<file path="config.mk">
export PLATFORM = sky130hd
export DESIGN_NAME = morra_player_driver_flat
export DESIGN_NICKNAME = d
export VERILOG_FILES = /design/src/rtl/morra_player_driver_if.sv /design/src/rtl/morra_player_driver.sv /design/src/flat_wrapper.sv
export SDC_FILE = /design/constraint.sdc
export NUM_CORES = 1
export LEC_CHECK = 0
export CORE_MARGIN = 2
export CORE_UTILIZATION = 54
export CTS_CLUSTER_SIZE = 28
export DETAILED_ROUTE_END_ITERATION = 16
export PLACE_DENSITY = 0.79
export SYNTH_ARGS = -nofsm -noshare
export SYNTH_HDL_FRONTEND = slang
export SYNTH_SLANG_ARGS = --single-unit
</file>
<file path="constraint.sdc">
create_clock -name clk -period 3.1 [get_ports clk]
set_input_delay 0.62 -clock clk [delete_from_list [all_inputs] [get_ports clk]]
set_output_delay 0.62 -clock clk [all_outputs]
set_load 0.02 [all_outputs]
</file>
<file path="src/rtl/morra_player_driver_if.sv">
// Move-script stream between a script source and morra_player_driver.
// The master presents {mv_primo, mv_secondo} under mv_valid; the slave accepts while mv_ready is high.
interface morra_player_driver_if;
  logic       mv_valid;
  logic       mv_ready;
  logic [1:0] mv_primo;
  logic [1:0] mv_secondo;

  modport master (output mv_valid, output mv_primo, output mv_secondo, input mv_ready);
  modport slave  (input mv_valid, input mv_primo, input mv_secondo, output mv_ready);
endinterface

</file>
<file path="src/rtl/morra_player_driver.sv">
// Match sequencer for the Morra Cinese game: buffers scripted moves, runs a match, tallies rounds.
// Optional MORRA_LEGAL_FILTER_EN: drop head entries that the game would reject, without spending a game cycle.
module morra_player_driver #(
  parameter int unsigned DEPTH     = 8,
  parameter int unsigned MAX_MOVES = 31
) (
  input  logic                 clk,
  input  logic                 rst,
  input  logic                 start,
  input  logic [3:0]           extra_rounds,
  morra_player_driver_if.slave mv,
  output logic [1:0]           Primo,
  output logic [1:0]           Secondo,
  output logic                 Inizia,
  input  logic [1:0]           Manche,
  input  logic [1:0]           Partita,
  output logic                 busy,
  output logic                 done,
  output logic [1:0]           result,
  output logic                 timeout,
  output logic [4:0]           wins_p,
  output logic [4:0]           wins_s,
  output logic [4:0]           ties,
  output logic [4:0]           rejected
);

  localparam int unsigned AW   = $clog2(DEPTH);
  localparam logic [4:0]  MAX5 = 5'(MAX_MOVES);

  typedef enum logic [2:0] {S_IDLE, S_INIT, S_PLAY, S_WAIT, S_DONE} state_t;
  state_t state, state_nx;

  logic [3:0]    mem [DEPTH];
  logic [AW-1:0] wr_ptr, rd_ptr;
  logic [AW:0]   count;
  logic          full, empty, push, pop, drop, issue;
  logic [1:0]    head_p, head_s;
  logic [4:0]    issued;

  function automatic logic [4:0] sat_inc(input logic [4:0] v);
    return (v == '1) ? v : v + 5'd1;
  endfunction

  assign full        = (count == (AW+1)'(DEPTH));
  assign empty       = (count == '0);
  assign mv.mv_ready = !full;
  assign push        = mv.mv_valid && !full;
  assign pop         = (state == S_PLAY) && !empty;
  assign issue       = pop && !drop;
  assign {head_p, head_s} = mem[rd_ptr];

  // FIFO contents survive match boundaries; only rst flushes them.
  always_ff @(posedge clk) begin
    if (rst) begin
      wr_ptr <= '0;
      rd_ptr <= '0;
      count  <= '0;
    end else begin
      if (push) wr_ptr <= wr_ptr + 1'b1;
      if (pop)  rd_ptr <= rd_ptr + 1'b1;
      case ({push, pop})
        2'b10:   count <= count + 1'b1;
        2'b01:   count <= count - 1'b1;
        default: ;
      endcase
    end
  end

  always_ff @(posedge clk) begin
    if (push) mem[wr_ptr] <= {mv.mv_primo, mv.mv_secondo};
  end

`ifdef MORRA_LEGAL_FILTER_EN
  logic [1:0] vp, vs, last_p, last_s;

  assign drop = (head_p == 2'b00) || (head_s == 2'b00) || (head_p == vp) || (head_s == vs);

  // Advantage moves follow the game's verdict: the round winner's move becomes forbidden to repeat.
  always_ff @(posedge clk) begin
    if (rst || state == S_INIT) begin
      vp     <= '0;
      vs     <= '0;
      last_p <= '0;
      last_s <= '0;
    end else if (issue) begin
      last_p <= head_p;
      last_s <= head_s;
    end else if (state == S_WAIT) begin
      case (Manche)
        2'b01:   begin vp <= last_p; vs <= '0;     end
        2'b10:   begin vp <= '0;     vs <= last_s; end
        2'b11:   begin vp <= '0;     vs <= '0;     end
        default: ;
      endcase
    end
  end
`else
  assign drop = 1'b0;
`endif

  always_comb begin
    state_nx = state;
    Primo    = 2'b00;
    Secondo  = 2'b00;
    Inizia   = 1'b0;
    busy     = 1'b0;
    done     = 1'b0;
    case (state)
      S_IDLE: if (start) state_nx = S_INIT;
      S_INIT: begin
        Inizia   = 1'b1;
        busy     = 1'b1;
        Primo    = extra_rounds[3:2];
        Secondo  = extra_rounds[1:0];
        state_nx = S_PLAY;
      end
      S_PLAY: begin
        busy = 1'b1;
        if (issue) begin
          Primo    = head_p;
          Secondo  = head_s;
          state_nx = S_WAIT;
        end
      end
      S_WAIT: begin
        busy     = 1'b1;
        state_nx = (Partita != 2'b00 || issued == MAX5) ? S_DONE : S_PLAY;
      end
      S_DONE: begin
        done     = 1'b1;
        state_nx = S_IDLE;
      end
      default: state_nx = S_IDLE;
    endcase
  end

  always_ff @(posedge clk) begin
    if (rst) begin
      state    <= S_IDLE;
      issued   <= '0;
      wins_p   <= '0;
      wins_s   <= '0;
      ties     <= '0;
      rejected <= '0;
      result   <= '0;
      timeout  <= 1'b0;
    end else begin
      state <= state_nx;
      case (state)
        S_INIT: begin
          issued   <= '0;
          wins_p   <= '0;
          wins_s   <= '0;
          ties     <= '0;
          rejected <= '0;
          result   <= '0;
          timeout  <= 1'b0;
        end
        S_PLAY: begin
          if (issue)     issued   <= issued + 5'd1;
          else if (pop)  rejected <= sat_inc(rejected);
        end
        S_WAIT: begin
          case (Manche)
            2'b00:   rejected <= sat_inc(rejected);
            2'b01:   wins_p   <= sat_inc(wins_p);
            2'b10:   wins_s   <= sat_inc(wins_s);
            default: ties     <= sat_inc(ties);
          endcase
          if (Partita != 2'b00) begin
            result <= Partita;
          end else if (issued == MAX5) begin
            timeout <= 1'b1;
            result  <= '0;
          end
        end
        default: ;
      endcase
    end
  end

endmodule

</file>
<file path="src/flat_wrapper.sv">
// flat-port wrapper written by rule: the top's interface ports become plain ports
module morra_player_driver_flat 
#(
  parameter int unsigned DEPTH     = 8,
  parameter int unsigned MAX_MOVES = 31
)
  (clk, rst, start, extra_rounds, Primo, Secondo, Inizia, Manche, Partita, busy, done, result, timeout, wins_p, wins_s, ties, rejected, mv_mv_valid, mv_mv_primo, mv_mv_secondo, mv_mv_ready);
  morra_player_driver_if mv_i ();
  input  logic clk;
  input  logic rst;
  input  logic start;
  input  logic [3:0] extra_rounds;
  output logic [1:0] Primo;
  output logic [1:0] Secondo;
  output logic Inizia;
  input  logic [1:0] Manche;
  input  logic [1:0] Partita;
  output logic busy;
  output logic done;
  output logic [1:0] result;
  output logic timeout;
  output logic [4:0] wins_p;
  output logic [4:0] wins_s;
  output logic [4:0] ties;
  output logic [4:0] rejected;
  input wire logic [$bits(mv_i.mv_valid)-1:0] mv_mv_valid;
  input wire logic [$bits(mv_i.mv_primo)-1:0] mv_mv_primo;
  input wire logic [$bits(mv_i.mv_secondo)-1:0] mv_mv_secondo;
  output wire logic [$bits(mv_i.mv_ready)-1:0] mv_mv_ready;
  assign mv_i.mv_valid = mv_mv_valid;
  assign mv_i.mv_primo = mv_mv_primo;
  assign mv_i.mv_secondo = mv_mv_secondo;
  assign mv_mv_ready = mv_i.mv_ready;
  morra_player_driver #(.DEPTH(DEPTH), .MAX_MOVES(MAX_MOVES)) u_core (.clk(clk), .rst(rst), .start(start), .extra_rounds(extra_rounds), .mv(mv_i), .Primo(Primo), .Secondo(Secondo), .Inizia(Inizia), .Manche(Manche), .Partita(Partita), .busy(busy), .done(done), .result(result), .timeout(timeout), .wins_p(wins_p), .wins_s(wins_s), .ties(ties), .rejected(rejected));
endmodule
</file>
* After elaboration in Yosys (flattened, before gate mapping)
Memories as Yosys holds them, arrays and structs flattened. A register that Yosys moved wholly into a read port is not among the register bits.
Cells that the tools add are included.
** Word-level totals
- Register bits :: 41
- Bits in writable memories :: 32
- Input port bits :: 16
- Output and inout bits :: 31
- Memories :: 1
** Memories
- u_core.mem :: depth 8, width 4, read ports 1, clocked after Yosys merged registers in 1, wr ports 1, line morra_player_driver.sv:33 : logic [3:0] mem [DEPTH];
** Cells by class
- Add/subtract/negate cells :: 9
- Equality and inequality tests :: 27
- Mux-type cells :: 36
- Reduce and logical (&&, ||, !) cells :: 22
** Operator list (count)
- 5-bit one-hot mux with 2 select lines :: 5
- 5-bit two-way mux :: 9
- 5-bit by 1-bit adder with 5-bit output (second input constant) :: 5
- 5-bit == test (second input constant) :: 5
- 2-bit != test (second input constant) :: 10
- 3-bit two-way mux :: 5
- 3-bit AND reduction :: 5
- 2-bit one-hot mux with 2 select lines :: 3
- 3-bit one-hot mux with 4 select lines :: 1
- 2-bit two-way mux :: 4
- 4-bit one-hot mux with 2 select lines :: 1
- 2-bit nonzero test :: 4
- 1-bit two-way mux :: 7
- 3-bit by 1-bit adder with 3-bit output (second input constant) :: 2
- 3-bit by 2-bit == test with 1-bit output (second input constant) :: 2
- 2-bit AND reduction :: 3
- 3-bit OR reduction :: 2
- 4-bit by 1-bit adder with 4-bit output (second input constant) :: 1
- 2-bit by 1-bit == test with 1-bit output (second input constant) :: 2
- 2-bit == test (second input constant) :: 2
- 4-bit == test (second input constant) :: 1
- 4-bit zero test :: 1
- 2-bit by 1-bit != test with 1-bit output (second input constant) :: 2
- 4-bit by 1-bit subtractor with 4-bit output (second input constant) :: 1
- other kinds (9) :: 11

* Longest topological paths before layout
- Word-level depth :: 5
- Depth in mapped cells :: 13
- Gate-level depth less buffers :: 10

* Worst setup path after synthesis
No wires, ideal clock.
- Path kind :: register to register
- Start :: register u_core.count[1]
- End :: register u_core.count[3]
- Library setup time :: 121 ps
- Data arrival time :: 2635 ps
- Required time :: 2979 ps
- Setup slack :: 344 ps
- Cell stages (with the launch flop) :: 11
- Buffers on the path :: 3
- Path through :: dfxtp_1 buf_6 or4b_2 clkbuf_1 nand2_2 ha_1 clkbuf_1 nor4b_1 o21ai_0 o31ai_1 mux2_2
** Between the ends
- Cells in the longest elaborated chain, start to end :: 5
- Elaborated cells on any way between the ends :: 12
** RTL lines
- from (decl) :: line morra_player_driver.sv:35 : logic [AW:0] count;
- from (signal assigned) :: line morra_player_driver.sv:62 : 2'b10: count <= count + 1'b1;
- from (signal assigned) :: line morra_player_driver.sv:63 : 2'b01: count <= count - 1'b1;
- 4-bit == test * :: line morra_player_driver.sv:44 : assign full = (count == (AW+1)'(DEPTH));
- 1-bit zero test *
- net mv_mv_ready :: line flat_wrapper.sv:29 : output wire logic [$bits(mv_i.mv_ready)-1:0] mv_mv_ready;
- 1-bit logical AND * :: line morra_player_driver.sv:47 : assign push = mv.mv_valid && !full;
- 2-bit by 1-bit == test with 1-bit output or 2-bit == test (tied branches) :: line morra_player_driver.sv:61 : case ({push, pop})
- 4-bit one-hot mux with 2 select lines or 2-bit nonzero test (tied branches)
The timed path passes the listed nets; every way through them passes the cells marked *.
A chain may end at the register's enable or synchronous reset.

* Worst setup path after layout
- Start :: register u_core.count[1]
- End :: output mv_mv_ready
** Between the ends
- Cells in the longest elaborated chain, start to end :: 2
** RTL lines
- 4-bit == test :: line morra_player_driver.sv:44
- 1-bit zero test :: line morra_player_driver.sv:46 : assign mv.mv_ready = !full;
- to (decl) :: line flat_wrapper.sv:29
Every way passes these cells.

==> run_results.csv <==
group,metric,value,unit
sta,hold_slack,0.479,ns
power_and_ir_drop,peakVddDrop,0.353,mV
min_path,hp-start,"u_core.issued[4]",
clock_network,clockRootBuffer,"clkbuf_8",
floorplan,die_h,84.1,um
worst_setup_path,crit_arrival,2.12,ns
sta,min_period_over_period,0.883,
logic_synthesis,synth.area.top_cells,"edfxtp_1, dfxtp_1, ha_1, mux4_2, nor2_1",
logic_synthesis,syn-num-nets,341,
worst_setup_path,cpPeakStageDelay,0.77,ns
sta,slew_viol_final,0,
finish,nNetsFinal,386,
clock_network,cts_hold_repair.buffers,0,
drt,drt_iter0_drc,160,
drt,first_pass_iters,4,
sta,worst_slew_pin_slew,0.922,ns
floorplan,die_x,84.1,um
floorplan,core,6280,sq um
clock_network,clk_pin_slew,0.08,ns
floorplan,placementRows,29,
worst_setup_path,critPathLaunchType,"flip-flop",
power_and_ir_drop,power_density,506,nW/um^2
worst_setup_path,r2r_cells,9,
grt,grt_usage,0.215,
drt,drc,0,
worst_setup_path,path_cells,"or4b_2, clkdlybuf4s50_1",
drt,ant_nets,0,
logic_synthesis,synth.most_common_cell,"dfxtp_1",
drt,routed_wl,7190,um
floorplan,io_pins,47,
worst_setup_path,r2r-start,"u_core.count[1]",
sta,rsz0062_at_grt,"false",
floorplan,die_area,7080,sq um
clock_network,cts_sinks,76,
grt,antenna_found_initial,0,
drt,dr_wl_met3,480,um
drt,vias,2567,
clock_network,clock_path_buffers,2,
worst_setup_path,cp_slowest_cell,"or4b_2",
finish,antenna_cells,0,
placement,dp_hpwl,5030,um
logic_synthesis,async_flop_share,0,
placement,gp_congestion,0.797,
sta,finalClockSkew,0.00600,ns
min_path,min_path_type,"flip-flop to flip-flop",
worst_setup_path,path_max_fanout,8,
clock_network,cts_buffers,9,
worst_setup_path,r2r_slack,0.36,ns
floorplan,initial_core_util,0.553,
clock_network,cts_tree,"yes",
logic_synthesis,yosys_warnings,0,
drt,top_layer_used,"met4",
logic_synthesis,synth.avg_cell_area,11.2,sq um
min_path,min_to,"u_core.issued[4]",
sta,timing.fmax,0.365,GHz
logic_synthesis,synth_commonest_cells,"dfxtp_1, nor2_1, edfxtp_1",
finish,layout-drive-gt1-share,0.111,
logic_synthesis,synth_ff_type,"dfxtp_1",
drt,wire_per_inst,16.4,um
drt,avgViaCountPerCell,5.87,
flow_run,drv_cap,0,
sta,hold_violations,0,
grt,grt_pass1_wl,11900,um
logic_synthesis,synth-edff-count,32,
drt,met1_length,3110,um
grt,grt_pass1_vias,2453,
logic_synthesis,syn_area,3470,sq um
logic_synthesis,yosysSeqAreaShare,0.531,
finish,area_growth,21.1,%
run_status,status,"complete, no violations",
power_and_ir_drop,p_leak,1.62,nW
clock_network,htree_levels,3,
worst_setup_path,critPathRequiredTime,2.48,ns
logic_synthesis,synth_top_cell_by_area,"edfxtp_1",
clock_network,clock_latency,0.34,ns
drt,wl_met2,3470,um
sta,setup_tns,0,ns
placement,port_buffers,46,
logic_synthesis,syn_inst,310,
sta,slew_headroom,0.380,
grt,grt_overflow,0,
sta,finalSetupViolCount,0,
worst_setup_path,reg2reg_to,"u_core.count[2]",
min_path,whs_path_depth,2,
grt,grt_max_degree,24,
logic_synthesis,synth_top_area_frac,0.277,
worst_setup_path,critPathKind,"flip-flop to output port",
worst_setup_path,cp-end-kind,"output port",
logic_synthesis,synth_seq_cells,76,
sta,period_minus_slack,2.74,ns
logic_synthesis,synth_cell_types,47,
==> where the power goes <==
part           internal [mW]  switching [mW]
Clock                  0.385           0.401
Combinational          0.106           0.136
Sequential              1.07          0.0290
==> logic make-up after synthesis <==
group | Yosys count | share of synthesized area
AOI/OAI and AO/OA | 44 | 0.0880
xor gates and xnor gates | 15 | 0.0379
adders and majority gates | 15 | 0.0541
buffers and inverters | 25 | 0.0350
DFF | 76 | 0.531
muxes | 16 | 0.0754
and+or+nand+nor | 119 | 0.179
==> per-stage QoR <==
stage / util / cell area [sq um] / power, mW / setup slack [ns] / cells
floorplan: - / 3470 / 1.28 / 0.344 / 310
global placement: 0.631 / 3960 / 1.35 / 0.252 / 418
detailed placement: 0.631 / 3960 / 1.36 / 0.202 / 418
CTS: 0.665 / 4170 / 2.14 / 0.0165 / 435
global route: 0.669 / 4200 / 2.22 / 0.239 / 437
finish: 0.669 / 4200 / 2.13 / 0.362 / 437
==> sequential cells by signal, summed over array words and instances, names as in the netlist, named ones only <==
name and flops:
u_core.count 4, u_core.rd_ptr 3, u_core.wins_p 5, u_core.state 3, u_core.wins_s 5, u_core.rejected 5
u_core.ties 5, u_core.issued 5, u_core.timeout 1, u_core.wr_ptr 3, u_core.result 2, u_core.mem 32
==> critical path: cells and delay by family, from the launching register on <==
family | cells | cell delay (ns)
buffers and inverters | 1 | 0.60
and+or+nand+nor | 1 | 0.77
DFF | 1 | 0.41
==> cell usage in the layout (no fill, tap or decap), drive strengths merged, types with 10 or more instances in the layout <==
cell type and n:
dfxtp 44, and3 13, clkdlybuf4s50 42, edfxtp 32, nand3 13, xor2 10, inv 10, nand2 14
ha 15, a21oi 13, nor2 35
==> how the worst max path moves through the flow <==
stage                     slack (ns)             from              end
after global placement          0.25  u_core.count[0]         Primo[0]
after floorplan                 0.34  u_core.count[1]  u_core.count[3]
after CTS                       0.02  u_core.count[0]         Primo[1]
after global routing            0.24  u_core.count[0]  u_core.count[2]
final                           0.36  u_core.count[1]      mv_mv_ready
after detailed placement        0.20  u_core.count[0]       Secondo[1]
==> layout make-up <==
| cell class | count | area, sq um |
|---|---|---|
| Clock inverter | 7 | 81.3 |
| Inverter | 6 | 25.0 |
| Tap cell | 77 | 96.3 |
| Timing Repair Buffer | 53 | 523 |
| Clock buffer | 9 | 124 |
| Fill cell | 475 | 2080 |
| Sequential cell | 76 | 1840 |
| Multi-Input combinational cell | 209 | 1510 |
==> routing by layer <==
layer  GRT usage  vias to the layer above
met2       0.346                      106
met4      0.0850                        0
met3      0.0482                       11
li1            -                     1240
met1       0.284                     1210
met5           0                        -
==> repair_timing <==
| item | CTS | global route |
|---|---|---|
| gates resized for setup | 1 | 5 |
| pin swaps | 1 | 1 |
| endpoints found under the setup margin | 4 | 4 |
| setup buffers | 1 | 2 |
Note: power is estimated with default switching activity, not from simulation.
